--- src/rtl/lsu_pkg.sv ---
// lsu_pkg: shared types and helpers for the load/store memory master.
//   lsu_size_t  - access size encoding on core_size (3 is illegal)
//   lsu_state_t - transaction FSM states
//   is_misaligned() - natural-alignment check for a size/offset pair
package lsu_pkg;

  typedef enum logic [1:0] {SZ_B, SZ_H, SZ_W} lsu_size_t;

  typedef enum logic [1:0] {S_IDLE, S_REQ, S_WAIT, S_DONE} lsu_state_t;

  // Size 3 has no legal meaning, so it is reported as misaligned and never
  // reaches the memory.
  function automatic logic is_misaligned(input logic [1:0] size,
                                         input logic [1:0] offset);
    logic mis;
    case (lsu_size_t'(size))
      SZ_B:    mis = 1'b0;
      SZ_H:    mis = offset[0];
      SZ_W:    mis = (offset != 2'b00);
      default: mis = 1'b1;
    endcase
    return mis;
  endfunction

endpackage

--- src/rtl/lsu_align.sv ---
// lsu_align: purely combinational byte-lane steering.
//   size, load_unsigned, offset, wen - attributes of the latched request
//   store_data   - right-justified store data from the core
//   store_wdata  - store data moved onto its byte lane(s)
//   store_wbmask - byte write mask on the lane(s); zero for loads
//   load_word    - word returned by the memory
//   load_data    - selected lane, zero- or sign-extended to 32 bits
module lsu_align
  import lsu_pkg::*;
(
  input  logic [1:0]  size,
  input  logic        load_unsigned,
  input  logic [1:0]  offset,
  input  logic        wen,
  input  logic [31:0] store_data,
  output logic [31:0] store_wdata,
  output logic [3:0]  store_wbmask,
  input  logic [31:0] load_word,
  output logic [31:0] load_data
);

  logic [3:0]  base_mask;
  logic [31:0] lane;

  // NOTE: every signal written in always_comb gets a default first, so no
  // path through the case can leave it unassigned and infer a latch.
  always_comb begin
    base_mask = 4'b1111;
    case (lsu_size_t'(size))
      SZ_B:    base_mask = 4'b0001;
      SZ_H:    base_mask = 4'b0011;
      default: base_mask = 4'b1111;
    endcase
  end

  assign store_wdata  = store_data << {offset, 3'b000};
  assign store_wbmask = wen ? (base_mask << offset) : 4'b0000;

  assign lane = load_word >> {offset, 3'b000};

  always_comb begin
    load_data = lane;
    case (lsu_size_t'(size))
      SZ_B: load_data = load_unsigned ? {24'h0, lane[7:0]}
                                      : {{24{lane[7]}}, lane[7:0]};
      SZ_H: load_data = load_unsigned ? {16'h0, lane[15:0]}
                                      : {{16{lane[15]}}, lane[15:0]};
      default: load_data = lane;
    endcase
  end

endmodule

--- src/rtl/lsu_mem_master.sv ---
// lsu_mem_master: initiator side of the ram reqValid/respValid handshake.
// Accepts one load/store from the core, issues one word-aligned request,
// waits for the response (or a timeout) and returns extended load data.
//   clock, reset        - rising-edge clock, async active-low reset
//   core_*              - request from / completion to the execute stage
//   mem_reqValid, mem_* - single-cycle request to the ram, held during WAIT
//   mem_respValid/rdata - one-cycle completion from the ram
module lsu_mem_master
  import lsu_pkg::*;
#(
  parameter int XLEN           = 32,
  parameter int TIMEOUT_CYCLES = 64
) (
  input  logic            clock,
  input  logic            reset,
  input  logic            core_valid,
  output logic            core_ready,
  input  logic            core_wen,
  input  logic [1:0]      core_size,
  input  logic            core_unsigned,
  input  logic [XLEN-1:0] core_addr,
  input  logic [XLEN-1:0] core_wdata,
  output logic            core_done,
  output logic [XLEN-1:0] core_rdata,
  output logic            core_misalign,
  output logic            core_timeout,
  output logic            mem_reqValid,
  output logic            mem_wen,
  output logic [XLEN-1:0] mem_wdata,
  output logic [3:0]      mem_wbmask,
  output logic [XLEN-1:0] mem_addr,
  input  logic            mem_respValid,
  input  logic [XLEN-1:0] mem_rdata
);

  localparam int TW = $clog2(TIMEOUT_CYCLES);
  localparam logic [TW-1:0] TIMER_MAX = TW'(TIMEOUT_CYCLES - 1);

  lsu_state_t      state;
  logic            wen_q;
  logic [1:0]      size_q;
  logic            uns_q;
  logic [XLEN-1:0] addr_q;
  logic [XLEN-1:0] wdata_q;
  logic [XLEN-1:0] rdata_q;
  logic            misalign_q;
  logic            timeout_q;
  logic [TW-1:0]   timer;

  logic [XLEN-1:0] load_data;

  lsu_align u_align (
    .size          (size_q),
    .load_unsigned (uns_q),
    .offset        (addr_q[1:0]),
    .wen           (wen_q),
    .store_data    (wdata_q),
    .store_wdata   (mem_wdata),
    .store_wbmask  (mem_wbmask),
    .load_word     (mem_rdata),
    .load_data     (load_data)
  );

  // NOTE: state uses non-blocking assignments and the asynchronous reset
  // clears every register, so all request outputs drop to 0 the moment
  // reset asserts, even mid-transaction.
  always_ff @(posedge clock or negedge reset) begin
    if (!reset) begin
      state      <= S_IDLE;
      wen_q      <= 1'b0;
      size_q     <= 2'b00;
      uns_q      <= 1'b0;
      addr_q     <= '0;
      wdata_q    <= '0;
      rdata_q    <= '0;
      misalign_q <= 1'b0;
      timeout_q  <= 1'b0;
      timer      <= '0;
    end else begin
      case (state)
        S_IDLE: begin
          if (core_valid) begin
            wen_q      <= core_wen;
            size_q     <= core_size;
            uns_q      <= core_unsigned;
            addr_q     <= core_addr;
            wdata_q    <= core_wdata;
            rdata_q    <= '0;
            timeout_q  <= 1'b0;
            if (is_misaligned(core_size, core_addr[1:0])) begin
              misalign_q <= 1'b1;
              state      <= S_DONE;
            end else begin
              misalign_q <= 1'b0;
              state      <= S_REQ;
            end
          end
        end
        S_REQ: begin
          timer <= '0;
          state <= S_WAIT;
        end
        S_WAIT: begin
          // A response on the expiry cycle still counts as a success.
          if (mem_respValid) begin
            rdata_q <= wen_q ? '0 : load_data;
            state   <= S_DONE;
          end else if (timer == TIMER_MAX) begin
            timeout_q <= 1'b1;
            state     <= S_DONE;
          end else begin
            timer <= timer + 1'b1;
          end
        end
        S_DONE: begin
          rdata_q    <= '0;
          misalign_q <= 1'b0;
          timeout_q  <= 1'b0;
          state      <= S_IDLE;
        end
        default: state <= S_IDLE;
      endcase
    end
  end

  assign core_ready    = (state == S_IDLE);
  assign core_done     = (state == S_DONE);
  assign core_rdata    = core_done ? rdata_q : '0;
  assign core_misalign = core_done & misalign_q;
  assign core_timeout  = core_done & timeout_q;

  // The request fields come straight from the latched registers, so they
  // stay stable for the whole WAIT period without extra holding logic.
  assign mem_reqValid = (state == S_REQ);
  assign mem_wen      = wen_q;
  assign mem_addr     = {addr_q[XLEN-1:2], 2'b00};

endmodule

--- config.mk ---
export PLATFORM = sky130hd
export DESIGN_NAME = lsu_mem_master
export DESIGN_NICKNAME = d
export VERILOG_FILES = /design/src/rtl/lsu_pkg.sv /design/src/rtl/lsu_align.sv /design/src/rtl/lsu_mem_master.sv
export SDC_FILE = /design/constraint.sdc
export NUM_CORES = 1
export LEC_CHECK = 0
export ABC_CLOCK_PERIOD_IN_PS = 2300
export CAP_MARGIN = 20
export CELL_PAD_IN_SITES_DETAIL_PLACEMENT = 1
export CELL_PAD_IN_SITES_GLOBAL_PLACEMENT = 1
export CORE_UTILIZATION = 30
export CTS_CLUSTER_SIZE = 28
export DETAILED_ROUTE_END_ITERATION = 8
export GPL_ROUTABILITY_DRIVEN = 1
export PLACE_DENSITY_LB_ADDON = 0.1
export SLEW_MARGIN = 20
export SYNTH_ARGS = -nofsm -noshare
export SYNTH_HDL_FRONTEND = slang
export SYNTH_SLANG_ARGS = --single-unit
--- constraint.sdc ---
create_clock -name clock -period 2.3 [get_ports clock]
set_input_delay 0.23 -clock clock [delete_from_list [all_inputs] [get_ports clock]]
set_output_delay 0.23 -clock clock [all_outputs]
set_load 0.02 [all_outputs]
==> metrics <==
synthesized flop and latch total=between 100 and 150; Synth cell types=44; Final Hold Viols=0; Site Rows=50; Routed met3 length=about 1.4 mm; number of max-cap violations=0; cell taking the most area after synthesis=dfrtp_1; Power Dens Cells=roughly 1300 nW/um^2; total power=between 0.01 and 0.015 W; Starting Density=0.310; Ys Warns=0; largest cells by area after synthesis=dfrtp_1, mux2_2, mux2i_1; minimum clock period after layout=~2.2 ns; Max Fclk=between 400 and 500 MHz; Chip Width=142 um; n_diodes=0; overall routing resource usage=0.185; post-DP HPWL=13.4 mm; area grow syn2layout=45.4%; post-layout util=0.451; CTS root buf=clkbuf_16; initial DRC count=about 190; cells along the critical path=ha_1 -> buf_12 -> and2_1 -> clkdlybuf4s50_1; Setup violations, final=0; buffer and inverter count on the worst path=2; H-tree lvl count=3; die area=about 20000 um^2; slowest stage delay, CP=~0.61 ns; per-cell routed wire length=18.3 um; Worst Path Arrival=roughly 2 ns; critical path launch point type=flop; Vias=4692; M1 wire length=roughly 7.9 mm; final cycle utilization of the critical path=0.973; largest net degree at the start of global routing=46; CTS buffer count=9; Overflow after GRT=0; clock buffer depth=2; number of flops mapped to enable cells by yosys=0; initial antenna violation count=0; layout cells sized above 1=0.201; Final GP Congestion=roughly 0.83; clock slew at reported path FFs=around 0.08 ns; Core ar.=around 19000 um^2; Crit Path Class=flop to output port; Die Y=between 100 and 150 um; skew final=roughly 0.0066 ns; first drt pass iteration count=4; first-pass GRT wire length=between 20 and 30 mm; DRT antenna net count=0; CTS Sinks=110; Nets=approximately 830; via/cell ratio=about 4.8; Slew @ Worst Pin=about 0.55 ns; Max Slew Vio Count=0; Mapped Cells=approximately 540; Ports=210; register area share after synthesis=0.466; HP Class=input pin to async pin; I/O Buffers=approximately 210; Commonest cells post-synth=dfrtp_1, mux2_2, and2_1, mux2i_1, buf_4; most frequent cell after synthesis=dfrtp_1; top-area cell type share of the netlist area=0.466; DRC=0; vias in the first global route=between 5000 and 6000; Setup crit end kind=output port; WL met2=8.48 mm; Data required, critical path=approximately 2.1 ns; total detailed-routing wirelength=roughly 18 mm; slowest cell on the critical path=clkdlybuf4s50_1; outcome=completed; P_leak=slightly below 4 nW; Slew HR=0.635; CTS tree=yes; crit path max fanout=36; highest routed layer=met4; Peak VDD IR=0.761 mV; RSZ-0062 raised after global routing=true; main flop type after synthesis=dfrtp_1; Clk Latency, worst-skew pair=around 0.35 ns; share of synthesized registers carrying an async set or reset=1.00; CP delay by family, top=buffers and inverters; Syn Area/Cell=~11 um^2; synthesized area=5900 um^2
power by group:
group	internal, W	total [W]	switching (W)
logic	0.00318	0.00652	0.00334
registers	0.00272	0.00330	0.000582
clock network	0.000843	0.00158	0.000742
total	0.00674	0.0114	0.00466
registers in the layout, summed over array words and instances (netlist names):
register,flops
mem_wen,1
timeout_q,1
misalign_q,1
state,2
size_q,2
timer,6
uns_q,1
wdata_q,32
addr_q,32
rdata_q,32
layout make-up:
cell class                      count  area, um^2
Multi-Input combinational cell    356        2750
Fill cell                        2100       10400
Inverter                            5        18.8
Sequential cell                   110        2760
Tap cell                          260         325
Timing Repair Buffer              239        2440
Clock inverter                      6        62.6
Clock buffer                       10         229
final timing paths:
check / startpoint / endpoint / slack (ns) / depth (start not counted)
max in group asynchronous: reset / wdata_q[19] / 1.26 / 3
max reg2reg: state[0] / rdata_q[17] / 0.14 / 7
min: reset / rdata_q[29] / 0.39 / 2
min in group clock: rdata_q[5] / rdata_q[5] / 0.48 / 2
max: state[1] / core_rdata[8] / 0.06 / 4
min reg2reg: rdata_q[5] / rdata_q[5] / 0.48 / 2
through the flow:
| step | area (um^2) | std cells | hold WS [ns] | setup slack (ns) | setup TNS [ns] |
|---|---|---|---|---|---|
| 2_1_floorplan | 5910 | 539 | -0.0656 | 0.0903 | 0 |
| 3_3_place_gp | 8180 | 965 | 0.219 | -0.0183 | -0.177 |
| 3_5_place_dp | 8180 | 965 | 0.224 | -0.0852 | -1.17 |
| 4_1_cts | 8510 | 985 | 0.396 | 0.0321 | 0 |
| 5_1_grt | 8580 | 986 | 0.427 | -0.00907 | -0.0240 |
| 6_report | 8580 | 986 | 0.388 | 0.0619 | 0 |
metal layers:
metal / GRT usage / up-vias
li1: - / 2225
met1: 0.235 / 2305
met2: 0.300 / 149
met3: 0.0606 / 13
met4: 0.0492 / 0
met5: 0 / -
worst reg2reg max path: cells and delay by family, from the launching register on:
kind | cells | cell delay, ns
AND/OR/NAND/NOR | 2 | 0.65
flip-flops | 1 | 0.38
AO/OA/AOI/OAI | 2 | 0.55
adder cells (fa/ha/maj) | 1 | 0.22
buffers and inverters | 2 | 0.30
cell families (layout without fill, tap and decap cells):
family,Yosys count,count (layout),synth area share
other,1,2,0.000635
AO/OA/AOI/OAI,96,96,0.111
buffers and inverters,73,260,0.0710
adder cells (fa/ha/maj),6,6,0.0127
AND/OR/NAND/NOR,140,140,0.130
multiplexers,111,111,0.207
flip-flops,110,110,0.466
XOR/XNOR,1,1,0.00148
what timing repair did:
action | in CTS | in global routing
resized for setup | 3 | 23
hold endpoints to repair | 33 | 0
hold buffers | 1 | 0
endpoints found under the setup margin | 27 | 35
setup buffers | 3 | 1
pin swaps | 1 | 0
placed cells by master, fill, tap and decap left out, types with 8 or more instances in the layout:
master           synthesis  final
clkbuf_16                0      9
a221o_2                  9      9
dlymetal6s2s_1           0     20
mux2i_1                 33     33
o21ai_0                 30     30
a21oi_1                 27     27
clkdlybuf4s50_1          0    183
and2_1                  43     43
nand2_1                 30     29
dfrtp_1                110    108
mux2_2                  77     77
buf_4                   32     25
nor2b_1                  9      9
nor2_1                  25     25
a221o_1                  8      8
Power figures use the tool's default switching activity.
